**config.mk**
```make
export PLATFORM = sky130hd
export DESIGN_NAME = mccpu_core
export DESIGN_NICKNAME = d
export VERILOG_FILES = /design/src/rtl/mccpu_pkg.sv /design/src/rtl/mccpu_alu.sv /design/src/rtl/mccpu_core.sv
export SDC_FILE = /design/constraint.sdc
export NUM_CORES = 2
export LEC_CHECK = 0
export BUFFER_PORTS_ARGS = -buffer_cell sky130_fd_sc_hd__buf_2
export CAP_MARGIN = 30
export CORE_MARGIN = 8
export CORE_UTILIZATION = 58
export CTS_CLUSTER_SIZE = 24
export DETAILED_ROUTE_END_ITERATION = 12
export PLACE_DENSITY = 0.83
export SYNTH_ARGS = -nofsm -noshare
export SYNTH_HDL_FRONTEND = slang
export SYNTH_SLANG_ARGS = --single-unit
```
**constraint.sdc**
```tcl
create_clock -name clk -period 6.9 [get_ports clk]
set_input_delay 1.035 -clock clk [delete_from_list [all_inputs] [get_ports clk]]
set_output_delay 1.035 -clock clk [all_outputs]
set_load 0.005 [all_outputs]
```
**src/rtl/mccpu_pkg.sv**
```systemverilog
// Shared encodings for the multicycle MIPS-subset core: opcodes, functs, FSM states, ALU ops.
package mccpu_pkg;

    localparam logic [5:0] OpR    = 6'h00;
    localparam logic [5:0] OpJ    = 6'h02;
    localparam logic [5:0] OpJal  = 6'h03;
    localparam logic [5:0] OpBne  = 6'h05;
    localparam logic [5:0] OpAddi = 6'h08;
    localparam logic [5:0] OpXori = 6'h0e;
    localparam logic [5:0] OpLw   = 6'h23;
    localparam logic [5:0] OpSw   = 6'h2b;

    localparam logic [5:0] FnAdd  = 6'h20;
    localparam logic [5:0] FnSub  = 6'h22;
    localparam logic [5:0] FnSlt  = 6'h2a;
    localparam logic [5:0] FnJr   = 6'h08;

    typedef enum logic [2:0] {
        StFetch,
        StDecode,
        StExec,
        StMem,
        StWb,
        StHalt
    } state_e;

    typedef enum logic [1:0] {
        AluAdd,
        AluSub,
        AluXor,
        AluSlt
    } alu_op_e;

endpackage

```
**src/rtl/mccpu_alu.sv**
```systemverilog
// Shared combinational ALU: add/sub/xor/signed set-less-than, plus a zero flag on the result.
module mccpu_alu
    import mccpu_pkg::*;
#(
    parameter int unsigned XLEN = 32
) (
    input  logic [XLEN-1:0] a_i,
    input  logic [XLEN-1:0] b_i,
    input  alu_op_e         op_i,
    output logic [XLEN-1:0] y_o,
    output logic            zero_o
);

    // Result select and zero detect
    always_comb begin
        unique case (op_i)
            AluAdd:  y_o = a_i + b_i;
            AluSub:  y_o = a_i - b_i;
            AluXor:  y_o = a_i ^ b_i;
            AluSlt:  y_o = {{(XLEN-1){1'b0}}, ($signed(a_i) < $signed(b_i))};
            default: y_o = '0;
        endcase
        zero_o = (y_o == '0);
    end

endmodule

```
**src/rtl/mccpu_core.sv**
```systemverilog
// Multicycle MIPS-subset core with one shared ALU and a unified valid/ack memory port.
// Optional MCCPU_TRAP_EN: unknown instructions halt the core instead of retiring as NOPs.
module mccpu_core
    import mccpu_pkg::*;
#(
    parameter int unsigned     XLEN     = 32,
    parameter int unsigned     NREGS    = 32,
    parameter logic [XLEN-1:0] RESET_PC = '0
) (
    input  logic            clk,
    input  logic            rst_n,
    output logic            mem_req,
    output logic            mem_we,
    output logic [XLEN-1:0] mem_addr,
    output logic [XLEN-1:0] mem_wdata,
    input  logic [XLEN-1:0] mem_rdata,
    input  logic            mem_ack,
    output logic [XLEN-1:0] pc,
    output logic            retire,
    output logic            halted
);

    localparam int unsigned     RW    = $clog2(NREGS);
    localparam logic [RW-1:0]   RaIdx = RW'(31);

    state_e            state_q, state_d;
    logic [XLEN-1:0]   pc_q, pc_d, a_q, a_d, b_q, b_d;
    logic [XLEN-1:0]   alu_out_q, alu_out_d, mdr_q, mdr_d;
    logic [31:0]       ir_q, ir_d;
    logic [XLEN-1:0]   regs_q [NREGS];
    logic [XLEN-1:0]   regs_d [NREGS];
    logic              mem_req_q, mem_req_d, mem_we_q, mem_we_d;
    logic [XLEN-1:0]   mem_addr_q, mem_addr_d, mem_wdata_q, mem_wdata_d;
    logic              retire_q, retire_d, halted_q, halted_d;

    logic [5:0]        opcode, funct;
    logic [RW-1:0]     rs_idx, rt_idx, rd_idx, dest_idx;
    logic [XLEN-1:0]   imm_sext, imm_zext, br_off, jump_target;
    logic [XLEN-1:0]   alu_a, alu_b, alu_y;
    alu_op_e           alu_op;
    logic              alu_zero, unknown;

    assign opcode      = ir_q[31:26];
    assign funct       = ir_q[5:0];
    assign rs_idx      = ir_q[21 +: RW];
    assign rt_idx      = ir_q[16 +: RW];
    assign rd_idx      = ir_q[11 +: RW];
    assign imm_sext    = {{(XLEN-16){ir_q[15]}}, ir_q[15:0]};
    assign imm_zext    = {{(XLEN-16){1'b0}}, ir_q[15:0]};
    assign br_off      = {imm_sext[XLEN-3:0], 2'b00};
    assign jump_target = {pc_q[XLEN-1:28], ir_q[25:0], 2'b00};
    assign dest_idx    = (opcode == OpR) ? rd_idx : (opcode == OpJal) ? RaIdx : rt_idx;

    mccpu_alu #(.XLEN(XLEN)) u_alu (
        .a_i    (alu_a),
        .b_i    (alu_b),
        .op_i   (alu_op),
        .y_o    (alu_y),
        .zero_o (alu_zero)
    );

    // Next-state, datapath and register-file update for the current FSM state
    always_comb begin
        state_d   = state_q;
        pc_d      = pc_q;
        ir_d      = ir_q;
        a_d       = a_q;
        b_d       = b_q;
        alu_out_d = alu_out_q;
        mdr_d     = mdr_q;
        regs_d    = regs_q;
        retire_d  = 1'b0;
        alu_a     = a_q;
        alu_b     = b_q;
        alu_op    = AluAdd;
        unknown   = 1'b0;

        case (state_q)
            StFetch: begin
                if (mem_req_q && mem_ack) begin
                    ir_d    = mem_rdata[31:0];
                    pc_d    = pc_q + XLEN'(4);
                    state_d = StDecode;
                end
            end
            StDecode: begin
                a_d     = regs_q[rs_idx];
                b_d     = regs_q[rt_idx];
                state_d = StExec;
            end
            StExec: begin
                case (opcode)
                    OpR: begin
                        case (funct)
                            FnAdd: alu_op = AluAdd;
                            FnSub: alu_op = AluSub;
                            FnSlt: alu_op = AluSlt;
                            FnJr:  alu_op = AluAdd;
                            default: unknown = 1'b1;
                        endcase
                        if (funct == FnJr) begin
                            pc_d     = a_q;
                            retire_d = 1'b1;
                            state_d  = StFetch;
                        end else if (!unknown) begin
                            alu_out_d = alu_y;
                            state_d   = StWb;
                        end
                    end
                    OpAddi: begin
                        alu_b     = imm_sext;
                        alu_out_d = alu_y;
                        state_d   = StWb;
                    end
                    OpXori: begin
                        alu_b     = imm_zext;
                        alu_op    = AluXor;
                        alu_out_d = alu_y;
                        state_d   = StWb;
                    end
                    OpLw, OpSw: begin
                        alu_b     = imm_sext;
                        alu_out_d = alu_y;
                        state_d   = StMem;
                    end
                    OpBne: begin
                        alu_op = AluSub;
                        if (!alu_zero) pc_d = pc_q + br_off;
                        retire_d = 1'b1;
                        state_d  = StFetch;
                    end
                    OpJ: begin
                        pc_d     = jump_target;
                        retire_d = 1'b1;
                        state_d  = StFetch;
                    end
                    OpJal: begin
                        // pc_q already points past the JAL: that is the link value
                        alu_out_d = pc_q;
                        pc_d      = jump_target;
                        state_d   = StWb;
                    end
                    default: unknown = 1'b1;
                endcase
                if (unknown) begin
`ifdef MCCPU_TRAP_EN
                    state_d = StHalt;
`else
                    retire_d = 1'b1;
                    state_d  = StFetch;
`endif
                end
            end
            StMem: begin
                if (mem_req_q && mem_ack) begin
                    if (opcode == OpSw) begin
                        retire_d = 1'b1;
                        state_d  = StFetch;
                    end else begin
                        mdr_d   = mem_rdata;
                        state_d = StWb;
                    end
                end
            end
            StWb: begin
                if (dest_idx != '0) regs_d[dest_idx] = (opcode == OpLw) ? mdr_q : alu_out_q;
                retire_d = 1'b1;
                state_d  = StFetch;
            end
            StHalt: state_d = StHalt;
            default: state_d = StFetch;
        endcase
    end

    // Memory-port outputs are registered from the upcoming state so they are glitch-free
    always_comb begin
        mem_req_d   = (state_d == StFetch) || (state_d == StMem);
        mem_we_d    = (state_d == StMem) && (opcode == OpSw);
        mem_addr_d  = mem_addr_q;
        mem_wdata_d = mem_wdata_q;
        if (state_d == StFetch) begin
            mem_addr_d = pc_d;
        end else if (state_d == StMem) begin
            mem_addr_d  = alu_out_d;
            mem_wdata_d = b_q;
        end
        halted_d = (state_d == StHalt);
    end

    // State, datapath and output registers
    always_ff @(posedge clk or negedge rst_n) begin
        if (!rst_n) begin
            state_q     <= StFetch;
            pc_q        <= RESET_PC;
            ir_q        <= '0;
            a_q         <= '0;
            b_q         <= '0;
            alu_out_q   <= '0;
            mdr_q       <= '0;
            regs_q      <= '{default: '0};
            mem_req_q   <= 1'b0;
            mem_we_q    <= 1'b0;
            mem_addr_q  <= '0;
            mem_wdata_q <= '0;
            retire_q    <= 1'b0;
            halted_q    <= 1'b0;
        end else begin
            state_q     <= state_d;
            pc_q        <= pc_d;
            ir_q        <= ir_d;
            a_q         <= a_d;
            b_q         <= b_d;
            alu_out_q   <= alu_out_d;
            mdr_q       <= mdr_d;
            regs_q      <= regs_d;
            mem_req_q   <= mem_req_d;
            mem_we_q    <= mem_we_d;
            mem_addr_q  <= mem_addr_d;
            mem_wdata_q <= mem_wdata_d;
            retire_q    <= retire_d;
            halted_q    <= halted_d;
        end
    end

    assign mem_req   = mem_req_q;
    assign mem_we    = mem_we_q;
    assign mem_addr  = mem_addr_q;
    assign mem_wdata = mem_wdata_q;
    assign pc        = pc_q;
    assign retire    = retire_q;
    assign halted    = halted_q;

endmodule

```
Word level (Yosys, flattened, before mapping)
Index checks and enable logic that the tools add are counted.
{ "totals": {"register_bits": 1287, "inputBits": 35, "output_inout_bits": 100, "elab_cells": 152} }
{ "classes": {"addsub": 4, "n_lt_le_gt_ge": 5, "n_eq_ne": 21, "muxes": 48, "n_bitwise": 6, "reduce_logical": 23} }
{ "op_table": {"columns": ["cell", "count"], "rows": [
  ["bitwise mux 1024 bit", 1],
  ["two-way mux 32 bit", 15],
  ["binary-select mux 32 bit (select 5 bit)", 2],
  ["case mux 32 bit (3 select lines)", 2],
  ["demux 32 bit (select 5 bit)", 1],
  ["case mux 32 bit (2 select lines)", 2],
  ["case mux 32 bit (4 select lines)", 1],
  ["adder 32 bit", 2],
  ["adder 32 x 3 -> 32 bit (second input constant)", 1],
  ["logical NOT 32 bit", 1],
  ["less-than comparator 32 bit", 1],
  ["subtractor 32 bit", 1],
  ["bitwise XOR 32 bit", 1],
  ["== test 6 bit (second input constant)", 5],
  ["== test 6 x 4 -> 1 bit (second input constant)", 3],
  ["greater-or-equal comparator 6 bit (second input constant)", 3],
  ["two-way mux 3 bit", 6],
  ["inverter 5 -> 6 bit", 3],
  ["case mux 3 bit (5 select lines)", 1],
  ["== test 6 x 2 -> 1 bit (second input constant)", 2],
  ["case mux 3 bit (4 select lines)", 1],
  ["two-way mux 5 bit", 2],
  ["== test 3 x 2 -> 1 bit (second input constant)", 3],
  ["== test 3 bit (second input constant)", 3],
  ["other kinds (25)", 44]
]} }

Logic depth before layout (Yosys ltp)
{ "logic_depth": {"word_depth": 13, "mapped_depth": 28, "depth_no_buf": 23} }

By module
From an unflattened synthesis, not the netlist that was laid out.
{ "hier_totals": {"cells_unflattened": 6464, "hier_area_um2": 70701.6} }
{ "by_module_without_submodules": {"columns": ["mod", "n_inst", "cells_per_inst", "area_each_um2", "seq_area_each_um2"], "rows": [
  ["mccpu_core", 1, 5788, 66314.9, 32205.9],
  ["mccpu_alu", 1, 676, 4386.7, 0.0]
]} }

Worst setup path after synthesis
Ideal clock, no wire load.
{ "synth_timing": {"path_kind": "flip-flop to flip-flop", "from": "register ir_q[27]", "to": "register mem_addr_q[29] (netlist: mem_addr[29])", "setup_time_ns": 0.128, "arrival_time_ns": 6.918, "required_time_ns": 6.772, "path_slack_ns": -0.146, "path_stages_with_launch": 27, "n_path_buf": 5, "period_less_slack_ns": 7.046, "path_cell_list": "dfrtp_1 > clkbuf_1 > nor2b_1 > or4_1 > a21oi_1 > clkbuf_1 > nand2_1 > clkbuf_1 > mux2_2 > ha_1 > fa_1 > a211oi_1 > o211ai_1 > a22oi_1 > o21ai_0 > mux2i_1 > o211ai_1 > or4b_1 > or4_1 > nor4_1 > nand4b_1 > or2_1 > buf_4 > buf_4 > a32o_1 > a221oi_1 > o21bai_1"} }
{ "synth_between": {"elab_chain_cells": 12, "word_cells_on_any_way": 48, "cone_classes": "add/sub (2); order compare (1); eq/ne (11); mux (21); bitwise (1); reduce/logical (12)"} }
{ "synth_lines": {"columns": ["item", "line", "text"], "rows": [
  ["start: declaration", "mccpu_core.sv:29", "logic [31:0] ir_q, ir_d;"],
  ["start signal: assignment", "mccpu_core.sv:210", "ir_q <= ir_d;"],
  ["parallel branches: the longest is 12 deep, another holds subtractor 32 bit", null, null],
  ["end signal: assignment", "mccpu_core.sv:218", "mem_addr_q <= mem_addr_d;"],
  ["end: declaration", "mccpu_core.sv:33", "logic [XLEN-1:0] mem_addr_q, mem_addr_d, mem_wdata_q, mem_wdata_d;"]
]} }
Parallel ways; which one is timed is not known. The select of a mux whose other input is x is not followed.
A chain may end at the register's enable or synchronous reset.

Final worst setup path
{ "layout_timing": {"from": "register ir_q[27]", "to": "register pc_q[8] (netlist: pc[8])"} }
{ "layout_between": {"elab_chain_cells": 10, "word_cells_on_any_way": 27, "cone_classes": "add/sub (2); order compare (1); eq/ne (10); mux (8); bitwise (1); reduce/logical (5)"} }
{ "layout_lines": {"columns": ["item", "line", "text"], "rows": [
  ["== test 6 bit / == test 6 x 4 -> 1 bit (equally long branches)", "mccpu_core.sv:92", "case (opcode)"],
  ["OR reduction 3 bit (no source line)", null, null],
  ["case mux 32 bit (2 select lines)", "mccpu_core.sv:92", null],
  ["two-way mux 32 bit", "mccpu_core.sv:78", "case (state_q)"],
  ["subtractor 32 bit (tied with other cells)", "mccpu_alu.sv:18", "AluSub: y_o = a_i - b_i;"],
  ["case mux 32 bit (4 select lines)", "mccpu_alu.sv:16", "unique case (op_i)"],
  ["logical NOT 32 bit", "mccpu_alu.sv:23", "zero_o = (y_o == '0);"],
  ["two-way mux 32 bit", "mccpu_core.sv:128", "if (!alu_zero) pc_d = pc_q + br_off;"],
  ["case mux 32 bit (3 select lines) (*)", "mccpu_core.sv:92", null],
  ["case mux 32 bit (2 select lines) (*)", "mccpu_core.sv:78", null],
  ["named net pc_d[8]", "mccpu_core.sv:27", "logic [XLEN-1:0] pc_q, pc_d, a_q, a_d, b_q, b_d;"],
  ["end signal: assignment", "mccpu_core.sv:209", "pc_q <= pc_d;"],
  ["end: declaration", "mccpu_core.sv:27", null]
]} }
Mark *: on every way through the listed nets, which the timed path passes. The rest lies on a longest branch.

==> metrics <==
Worst path slowest cell=or4b_1; critical path class=reg2reg; Vias=~60000; Psw=about 15 mW; drt pass-1 iters=9; Seq cells post-synth=roughly 1300; Post-Synthesis Cell Area=70300 um2; TritonCTS clock tree=yes; Post-Layout Cell Count=8121; Seq pwr share=approximately a third; ANT nets after route=0; Power Internal=between 20 and 25 mW; unrepaired setup endpoints after global routing=no; clk_lat worst skew=around 0.80 ns; Critical path buffers and inverters=1; share of cells above drive strength 1=a little under a quarter; Seq/Total Area, Yosys=45.8%; DRC=0; Crit path max-delay family=simple AND/OR/NAND/NOR gates; Fillers=8430; hold_ws=between 0.2 and 0.25 ns; DR iter-0 viols=between 9000 and 10000; CTS Root Cell=clkbuf_16; first-pass GRT wire length=371 mm; # H-tree levels=4; Routability Congestion=1.03; Post-synth EDFFs=0; clock buffer depth=3; Avg WL per Cell=around 31 um; Rel. slew slack=a little under a quarter; Worst path max stage delay=0.60 ns; worst-path fanout max=6; fin. max-slew vios=0; run status=finished clean; Syn Area/Cell=around 11 um2; vias in the first global route=around 60000; via/cell ratio=slightly above 7; antenna violations before repair=7; Total Die Area=133000 um2; Setup crit start kind=register; most frequent cells in the layout=dfrtp_1, a21oi_1, nor2_1; IO buf count=roughly 130; Die Y=364 um; switching share of total power=42.8%; main flop type after synthesis=dfrtp_1; most common cell after layout, fill and taps aside=dfrtp_1; Worst-path clk slew=0.07 ns; power share of the clock group=between 20% and 30%; syn nets=between 6000 and 7000; worst path required time=about 7.6 ns; P&R area growth vs syn=11.5%; pin count of the biggest net entering global routing=about 180; Ys Warns=0; crit end category=register; share of flip-flops with an asynchronous set or reset=between 90% and 100%; area of the multi-input gates=around 36000 um2; Max Freq=151 MHz; Worst EP arrival=around 7.3 ns; crit-path cells=nor2b_1 > or4_1 > a21oi_4 > nand2_4 > mux2_2 > ha_1 > fa_1 > a211oi_2 > o211ai_1 > a22oi_2 > o21ai_1 > mux2i_1 > o211ai_1 > or4b_1 > or4_1 > nor4_2 > nand4b_1 > or2_4 > buf_4 > nand3_1 > or3b_1 > a221o_1; nets=~6500; Post-Syn Instances=6467; Final Hold Fails=0; min cycle time layout=6.62 ns; Tot GR Track Use=between 30% and 40%; Synth cell types=86; total gr overflow=0; Peak VDD IR=~380 uV; # placed instances=7857; # Max-Cap Violations=0; Worst Hold Class=in2async; final period utilization=96.0%; skew final=around 0.037 ns; Core ar.=~120000 um2; Leakage=between 30 and 40 nW; Tot Pwr=35.2 mW; starting density of the core=a little under 60%; Num CTS Buffers=approximately 130; Worst Tran Pin Value=~1.1 ns; IO Pins=approximately 140; FF/Latch Area=32200 um2; power per cell area=approximately 450 nW/um2; Final Setup Violations=0; Die X=364 um; DP HPWL=approximately 150 mm; Row Count=~130; Clock Sinks=about 1300; Logic pwr share=45.7%; Total Wirelength=about 250 mm; setup tns final=0 ns
[flip-flops by register name (all words and copies together), names as in the netlist]
signal and count:
a_q 32, alu_out_q 32, b_q 32, halted 1, ir_q 32, mdr_q 32
mem_addr 32, mem_req 1, mem_wdata 32, mem_we 1, pc 32, regs_q 1024
retire 1, state_q 3
[worst paths after layout]
check | startpoint | end | slack (ns) | cells after the start
hold reg to reg | regs_q[1007]$_DFFE_PN0P_ | regs_q[1007]$_DFFE_PN0P_ | 0.40 | 0
max in group asynchronous | rst_n | ir_q[18]$_DFFE_PN0P_ | 4.95 | 2
min in group clk | regs_q[1007]$_DFFE_PN0P_ | regs_q[1007]$_DFFE_PN0P_ | 0.40 | 0
setup / recovery | ir_q[27]$_DFFE_PN0P_ | pc[8]$_DFF_PN0_ | 0.28 | 22
setup reg to reg | ir_q[27]$_DFFE_PN0P_ | pc[8]$_DFF_PN0_ | 0.28 | 22
hold / removal | rst_n | regs_q[966]$_DFFE_PN0P_ | 0.23 | 1
[cells by family after synthesis]
family	synth area share (%)
simple gates	10.3
mux	23.8
compound gates	14.1
flops	45.8
fa+ha+maj	1.76
xor+xnor	0.399
buf+inv	3.78
[synthesized netlist by cell type, types with 13 or more instances]
cell      count  area [um2]
a211o_1      16         140
a211oi_1     25         188
a21o_1       46         345
a21oi_1     779        3900
a221o_1      15         150
a221oi_1     13         114
a222oi_1     19         190
a22oi_1      30         225
a31oi_1      22         138
and2_1       24         150
and3_1       14        87.6
buf_1        73         274
clkbuf_1    534        2000
dfrtp_1    1287       32200
ha_1         94        1180
inv_1        88         330
mux2_2       97        1090
mux2i_1     121        1210
mux4_2      640       14400
nand2_1     714        2680
nand2b_1     15        93.8
nand3_1      50         250
nand4_1      21         131
nor2_1      788        2960
nor2b_1      28         175
nor3_1       37         185
nor4_1       13        81.3
o211ai_1     32         240
o21a_1       25         188
o21ai_0     527        2640
o21bai_1     22         165
o31ai_1      39         293
or2_2        13        81.3
xnor2_1      25         219
[power groups by stage]
stage	Combinational [mW]	Sequential, mW	Clock (mW)
2_1_floorplan	10.6	10.1	0
3_3_place_gp	15.1	11.3	0
3_5_place_dp	15.3	11.4	0
4_1_cts	15.5	11.3	7.64
5_1_grt	17.0	11.6	7.91
6_report	16.1	11.5	7.64
[repair_timing]
item | CTS | global route
gates resized for setup | 3 | 21
hold endpoints to repair | 0 | 0
pin swaps | 1 | 5
hold buffers | 0 | 0
setup buffers | 0 | 1
setup endpoints to repair | 31 | 58
[per-layer routing]
metal	vias to the layer above	routed length [um]	track usage [%]
li1	23600	-	-
met1	29300	84600	46.7
met4	0	18800	24.2
met3	1274	33600	11.5
met5	-	0	0
met2	4923	113000	55.7
[through the flow]
stage                     cell area [um2]  utilization, %  setup WS (ns)
after detailed placement            73300            61.0        -0.0895
after global routing                78300            65.2         0.0265
final                               78400            65.2          0.276
after floorplan                     70300               -        0.00673
after global placement              73200            60.9       -0.00280
after CTS                           77900            64.8       0.000735
[area by class of cell]
class	instances	area share, %
timing repair buffer	406	4.15
inverter	88	0.422
clock buffer	185	4.88
clock inverter	57	0.969
tap	1612	2.57
sequential	1287	41.1
multi-input combinational	4477	45.8
antenna	9	0.0287
Note: power is estimated with default switching activity, not from simulation.
